--- config.mk ---
export PLATFORM = sky130hd
export DESIGN_NAME = rgb24_to_rgb8_dither
export DESIGN_NICKNAME = d
export VERILOG_FILES = /design/src/rtl/rgb24_to_rgb8_dither.sv
export SDC_FILE = /design/constraint.sdc
export NUM_CORES = 1
export LEC_CHECK = 0
export ABC_AREA = 0
export CAP_MARGIN = 20
export CORE_MARGIN = 3
export CORE_UTILIZATION = 30
export DETAILED_ROUTE_END_ITERATION = 8
export PLACE_DENSITY = 0.56
export SETUP_SLACK_MARGIN = 0.05
export SYNTH_ARGS = -nofsm -noshare
export SYNTH_HDL_FRONTEND = slang
export SYNTH_SLANG_ARGS = --single-unit
--- constraint.sdc ---
create_clock -name clk -period 2.3 [get_ports clk]
set_input_delay 0.46 -clock clk [delete_from_list [all_inputs] [get_ports clk]]
set_output_delay 0.46 -clock clk [all_outputs]
set_load 0.02 [all_outputs]
--- src/rtl/rgb24_to_rgb8_dither.sv ---
// ============================================================================
// Module      : rgb24_to_rgb8_dither
// Description : Streaming 24-bit RGB to 8-bit RRRGGGBB colour quantizer with
//               optional 4x4 ordered (Bayer) dithering. Two register stages,
//               valid/ready handshake on input and output.
// Revision    : 1.0 - initial release
// ============================================================================
`default_nettype none

module rgb24_to_rgb8_dither #(
  parameter int H_RES     = 320,
  parameter int V_RES     = 240,
  parameter int DITHER_EN = 1
) (
  input  logic        clk,
  input  logic        reset,
  input  logic        in_valid,
  output logic        in_ready,
  input  logic [23:0] in_data,
  input  logic        in_sof,
  output logic        out_valid,
  input  logic        out_ready,
  output logic [7:0]  out_data,
  output logic        out_sof
);

  // Counters are at least 2 bits wide so the Bayer index bits always exist.
  localparam int c_XW = (H_RES > 4) ? $clog2(H_RES) : 2;
  localparam int c_YW = (V_RES > 4) ? $clog2(V_RES) : 2;

  localparam logic [c_XW-1:0] c_x_last     = c_XW'(H_RES - 1);
  localparam logic [c_YW-1:0] c_y_last     = c_YW'(V_RES - 1);
  // Position following a start-of-frame pixel; a one-pixel line wraps at once.
  localparam logic [c_XW-1:0] c_x_after_sof = (H_RES == 1) ? c_XW'(0) : c_XW'(1);

  // ---------------------------------------------------------------------------
  // Handshake: the whole pipeline moves as one unit whenever the output
  // register is empty or being drained this cycle.
  // ---------------------------------------------------------------------------
  logic w_adv;
  logic w_accept;

  assign w_adv    = !out_valid || out_ready;
  assign in_ready = w_adv;
  assign w_accept = in_valid && w_adv;

  // ---------------------------------------------------------------------------
  // Pixel position tracking
  // ---------------------------------------------------------------------------
  logic [c_XW-1:0] r_x;
  logic [c_YW-1:0] r_y;
  logic [c_XW-1:0] w_px_x;
  logic [c_YW-1:0] w_px_y;

  // A start-of-frame pixel always sits at the origin, whatever the counters say.
  assign w_px_x = in_sof ? c_XW'(0) : r_x;
  assign w_px_y = in_sof ? c_YW'(0) : r_y;

  // Raster-order x/y counters, stepped only on accepted pixels.
  always_ff @(posedge clk) begin
    if (reset) begin
      r_x <= '0;
      r_y <= '0;
    end else if (w_accept) begin
      if (in_sof) begin
        r_x <= c_x_after_sof;
        r_y <= '0;
      end else if (r_x == c_x_last) begin
        r_x <= '0;
        r_y <= (r_y == c_y_last) ? c_YW'(0) : r_y + c_YW'(1);
      end else begin
        r_x <= r_x + c_XW'(1);
      end
    end
  end

  // ---------------------------------------------------------------------------
  // Bayer threshold for the incoming pixel position
  // ---------------------------------------------------------------------------
  logic [3:0] w_bayer;

  generate
    if (DITHER_EN != 0) begin : g_dither
      logic [3:0] w_bayer_lut;

      // 4x4 ordered-dither matrix indexed by {y[1:0], x[1:0]}.
      always_comb begin
        w_bayer_lut = 4'd0;
        case ({w_px_y[1:0], w_px_x[1:0]})
          4'h0: w_bayer_lut = 4'd0;
          4'h1: w_bayer_lut = 4'd8;
          4'h2: w_bayer_lut = 4'd2;
          4'h3: w_bayer_lut = 4'd10;
          4'h4: w_bayer_lut = 4'd12;
          4'h5: w_bayer_lut = 4'd4;
          4'h6: w_bayer_lut = 4'd14;
          4'h7: w_bayer_lut = 4'd6;
          4'h8: w_bayer_lut = 4'd3;
          4'h9: w_bayer_lut = 4'd11;
          4'hA: w_bayer_lut = 4'd1;
          4'hB: w_bayer_lut = 4'd9;
          4'hC: w_bayer_lut = 4'd15;
          4'hD: w_bayer_lut = 4'd7;
          4'hE: w_bayer_lut = 4'd13;
          4'hF: w_bayer_lut = 4'd5;
          default: w_bayer_lut = 4'd0;
        endcase
      end

      assign w_bayer = w_bayer_lut;
    end else begin : g_no_dither
      assign w_bayer = 4'd0;
    end
  endgenerate

  // ---------------------------------------------------------------------------
  // Stage 1: add the threshold scaled to each channel's dropped LSBs.
  // Red/green drop 5 bits (step 32 = 16 levels * 2), blue drops 6 (16 * 4).
  // The 9th bit keeps the carry so stage 2 can saturate instead of wrapping.
  // ---------------------------------------------------------------------------
  logic [8:0] w_rs;
  logic [8:0] w_gs;
  logic [8:0] w_bs;

  assign w_rs = {1'b0, in_data[23:16]} + {4'b0, w_bayer, 1'b0};
  assign w_gs = {1'b0, in_data[15:8]}  + {4'b0, w_bayer, 1'b0};
  assign w_bs = {1'b0, in_data[7:0]}   + {3'b0, w_bayer, 2'b0};

  logic       r_s1_valid;
  logic       r_s1_sof;
  logic [8:0] r_s1_r;
  logic [8:0] r_s1_g;
  logic [8:0] r_s1_b;

  // Stage-1 register: valid follows the accept on every advance, data only
  // loads for real pixels so bubbles leave it untouched.
  always_ff @(posedge clk) begin
    if (reset) begin
      r_s1_valid <= 1'b0;
      r_s1_sof   <= 1'b0;
      r_s1_r     <= '0;
      r_s1_g     <= '0;
      r_s1_b     <= '0;
    end else if (w_adv) begin
      r_s1_valid <= w_accept;
      if (w_accept) begin
        r_s1_sof <= in_sof;
        r_s1_r   <= w_rs;
        r_s1_g   <= w_gs;
        r_s1_b   <= w_bs;
      end
    end
  end

  // ---------------------------------------------------------------------------
  // Stage 2: truncate to 3/3/2 bits, saturating any carry-out to full scale.
  // ---------------------------------------------------------------------------
  logic [2:0] w_r3;
  logic [2:0] w_g3;
  logic [1:0] w_b2;

  assign w_r3 = r_s1_r[8] ? 3'd7 : r_s1_r[7:5];
  assign w_g3 = r_s1_g[8] ? 3'd7 : r_s1_g[7:5];
  assign w_b2 = r_s1_b[8] ? 2'd3 : r_s1_b[7:6];

  // Output register: holds its contents whenever the sink stalls.
  always_ff @(posedge clk) begin
    if (reset) begin
      out_valid <= 1'b0;
      out_data  <= '0;
      out_sof   <= 1'b0;
    end else if (w_adv) begin
      out_valid <= r_s1_valid;
      if (r_s1_valid) begin
        out_data <= {w_r3, w_g3, w_b2};
        out_sof  <= r_s1_sof;
      end
    end
  end

endmodule

`default_nettype wire

; ---- After elaboration in Yosys (flattened, before gate mapping)
; Memory sizes are Yosys's and may differ from the RTL's.
; Index checks and enable logic that the tools add are counted.
[op_classes]
mux = 10
n_mul = 0
n_lt_le_gt_ge = 0
div_mod_pow = 0
shifts = 0
n_eq_ne = 2
add_sub_neg = 5
bitwise_logic = 0
n_reduce_logical = 7
[op_table]
columns = op, n
row1 = $mux W8, 3
row2 = $add A8 B5 Y9, 2
row3 = $mux W9, 2
row4 = $add A8 B6 Y9, 1
row5 = $add A9 B1 Y9 const B, 1
row6 = $eq A9 B9 Y1 const B, 1
row7 = $add A8 B1 Y8 const B, 1
row8 = $eq A8 B8 Y1 const B, 1
row9 = $mux W2, 3
row10 = $mux W3, 2
row11 = $reduce_and A2 Y1, 3
row12 = $reduce_bool A2 Y1, 1
row13 = $logic_and A1 B1 Y1, 1
row14 = $logic_not A1 Y1, 1
row15 = $logic_or A1 B1 Y1, 1
[word_totals]
mem_bits_ro = 64
mem_bits_rw = 0
register_bits = 56
inputBits = 29
memories = 1
latch_bits = 0
[memory_table]
columns = name, depth, word_bits, read_ports, rd_clocked_by_memory_dff, wr, line
row1 = (name not given), 16, 4, 1, 0, 0, 89  ; case ({w_px_y[1:0], w_px_x[1:0]})

; ---- Longest topological paths before layout
[logic_depth]
depth_word = 4
mapped_depth = 8

; ---- Worst setup path before layout
; Ideal clock, no wire load.
[synth_path]
path_type = input to register
startpoint = input in_sof
endpoint = register r_s1_g[7]
setup_slack_ns = 0.159
arrival_ns = 2.026
setup_time_ns = 0.116
n_path_buf = 1
t_required_ns = 2.184
stages = 7
path_cell_list = clkbuf_1 -> nor2_1 -> ha_1 -> and4b_2 -> o221ai_1 -> or4_1 -> and3_1
[synth_via]
elab_chain_len = 3
elab_cells_between_ends = 4
cone_classes = add/sub (1) / mux (2) / memory (1)
[synth_rtl]
columns = element, line
row1 = start: declaration, 20  ; input logic in_sof,
row2 = $mux W2 (on tied branches), "57, 56"
row3 = $mem_v2 Z16 W4 (*), --
row4 = $add A8 B5 Y9 (*), 126  ; assign w_gs = {1'b0, in_data[15:8]} + {4'b0, w_bayer, 1'b0};
row5 = end signal: assignment, 149  ; r_s1_g <= w_gs;
row6 = end: declaration, 132  ; logic [8:0] r_s1_g;
; Mark *: on every way between the ends. The rest lies on a longest branch, timed or not.
; A chain may end at the register's enable or synchronous reset.

; ---- Final worst setup path
[layout_path]
startpoint = register r_x[1]
endpoint = register r_s1_g[7]
[layout_via]
elab_chain_len = 3
[layout_rtl]
columns = element, line
row1 = start: declaration, 50  ; logic [c_XW-1:0] r_x;
row2 = start signal: assignment, 66  ; r_x <= c_x_after_sof;
row3 = start signal: assignment, 72  ; r_x <= r_x + c_XW'(1);
row4 = $mux W2, 56  ; assign w_px_x = in_sof ? c_XW'(0) : r_x;
row5 = $mem_v2 Z16 W4, --
row6 = $add A8 B5 Y9, 126
; Every way passes these cells.

==> reports/metrics.csv <==
metric,value,unit
outcome,finished clean,
holdWs,457,ps
number_of_standard_cell_rows_in_the_floorplan,29,
avgViaCountPerCell,5.12,
post_synth_inst_count,240,
synth_edf_count,0,
seq_area_frac_synth,0.387,
drc,0,
wl_per_cell,12.6,µm
synth_seq_cells,40,
total_negative_setup_slacks,0,ps
crit_type,reg -> reg,
effective_utilization_at_floorplan,0.317,
critical_path.cell_chain,xnor2_1 -> nor2_1 -> ha_1 -> and4b_2 -> o221ai_1 -> or4_1 -> and3_1,
worstSetupEndpointType,register,
timing.critical_path.buf_inv,0,
die_area,7930,µm²
detailroute.via_count,1889,
post_dp_hpwl,3.53,mm
cp_max_fo,4,
mostFrequentLayoutCells,"40 x dfxtp_1, 33 x clkdlybuf4s50_1, 31 x nor2_1",
gr-usage-all-layers,0.127,
place.detailed.instances,361,
hold_class,reg -> reg,
synth.lib_cells_used.distinct,43,
clkLatencyLatePin,300,ps
htree_levels,2,
cts_hold_repair.buffers,0,
final_antenna_net_count,0,
prevailing_post_synth_register_cell,dfxtp_1,
cts_inserted_buffers,5,
fin_skew,8.33,ps
synth.net_count,280,
ys_top_cells_by_area,"dfxtp_1 39%, ha_1 6.7%, nor2_1 5.8%, a21oi_1 4.8%, a211oi_1 4.7%",
dr.pass1.iters,4,
drt_iter0_drc,43,
growth_of_design_area_from_synthesis_to_finish,32.2,%
finalInstanceArea,2730,µm²
worst_setup_path_start_kind,register,
crit_family,simple AND/OR/NAND/NOR gates,
grt_first_pass_wirelength,7.87,mm
synth_area_leader_cell,dfxtp_1,
power.density_cell_area,548,nW/µm²
rrSetupSlack,240,ps
numPortBuffers,35,
timing.final.hold_violations,0,
clk_sinks,40,
peakVddDrop,0.311,mV
netlist.area_leader.share,0.387,
fin_nets,331,
postSynthAreaPerCell,8.62,µm²
layoutNonFillerInstCount,369,
final_period_minus_worst_setup_slack,2060,ps
share_of_cells_above_drive_strength_1,0.147,
timing.fmax,486,MHz
post-place-ws,-331,ps
placeableCoreArea,6530,µm²
dr.max_layer_used,met4,
yosys_warnings,0,
wl_met2,2.25,mm
pin_count_of_the_biggest_net_entering_global_routing,29,
worst-endpoint-arrival,2260,ps
async_reset_ff_frac,0,
worst-endpoint-required,2500,ps
post_synth_instance_area,2070,µm²
fin_util,0.419,
remaining_overflow_grt,0,
cts.root.buffer_cell,clkbuf_8,
critical_path.slowest_cell,or4_1,
report.final.slew_viol_count,0,
cts.path.max_buffers,2,
cts_tree,built,
rsz0062_at_grt,false,
first_global_vias,1809,
boundaryPins,40,
postPlaceCellArea,2640,µm²
mostFrequentLayoutCell,dfxtp_1,
power,1.50,mW
post_route_m1_wl,2.16,mm
gpl.final_weighted_congestion,0.782,
die_outline_height,89.0,µm
n_antenna_cell,0,
power.leakage,0.977,nW
crit_path_max_incr_delay,470,ps
reg_clk_slew_reported_paths,80,ps
met3WireLength,154,µm
width_of_the_die,89.0,µm
totalWireLength,4.64,mm
report.final.setup_viol,0,
worst_pin_slew,534,ps
timing.max_slew.rel_slack,0.643,
worst_slack,243,ps
fin_crit_sh,0.894,
drv_cap,0,
grt_antenna_before_repair,0,
final cells by class:
cell class                 count  area, µm²
fill                         658       3800
timing repair buffer          58        533
clock inverter                 2       15.0
sequential                    40        801
tap                           77       96.3
inverter                       8       30.0
clock buffer                   6       82.6
multi-input combinational    178       1180
metal layers:
layer / GRT usage / vias to the layer above
li1: - / 993
met1: 0.153 / 859
met2: 0.222 / 31
met3: 0.0276 / 6
met4: 0.0447 / 0
met5: 0 / -
power by group:
| group | leakage, nW | internal, mW | switching, mW |
|---|---|---|---|
| Sequential | 0.327 | 0.720 | 0.0176 |
| Combinational | 0.607 | 0.131 | 0.118 |
| Clock | 0.0434 | 0.243 | 0.267 |
cell families after synthesis:
family / synth area share
simple gates: 0.249
compound gates: 0.209
flops: 0.387
buf+inv: 0.0454
fa+ha+maj: 0.0665
xor+xnor: 0.0381
mux: 0.00484
sequential cells by signal, indices dropped and copies added (netlist names):
signal,count
out_data,8
out_sof,1
out_valid,1
r_s1_b,3
r_s1_g,4
r_s1_r,4
r_s1_sof,1
r_s1_valid,1
r_x,9
r_y,8
timing repair:
action                     in CTS  in global routing
gates resized for setup         2                  1
hold endpoints to repair        0                  0
setup endpoints to repair       3                  1
buffers inserted                0                  0
synthesized netlist by cell type (2+ instances only):
cell,number
and2_1,4
ha_1,11
nand3b_1,2
and3_1,3
a21oi_1,20
o21ai_0,10
a211oi_1,13
nor3_1,4
xor2_1,2
nand4b_1,2
a31oi_1,2
o21a_1,2
inv_1,8
o31ai_1,4
nor2_1,32
clkbuf_1,7
nand3_1,7
buf_2,6
dfxtp_1,40
or3_1,9
or4_1,8
xnor2_1,7
o221ai_1,2
o22ai_1,2
and4b_2,2
nand2_1,9
o211ai_1,2
nand4_1,5
worst min-delay path, delay by kind of cell (launching register included):
| kind | cells | cell delay (ps) |
|---|---|---|
| and+or+nand+nor | 1 | 50 |
| DFF | 1 | 320 |
| AOI/OAI and AO/OA | 1 | 50 |
final timing paths:
| path | start | to | cells past startpoint |
|---|---|---|---|
| worst max register to register | r_x[1] | r_s1_g[7] | 7 |
| worst min-delay path | r_s1_sof | r_s1_sof | 2 |
| worst max-delay path | r_x[1] | r_s1_g[7] | 7 |
| worst min register to register | r_s1_sof | r_s1_sof | 2 |
Power figures use the tool's default switching activity.
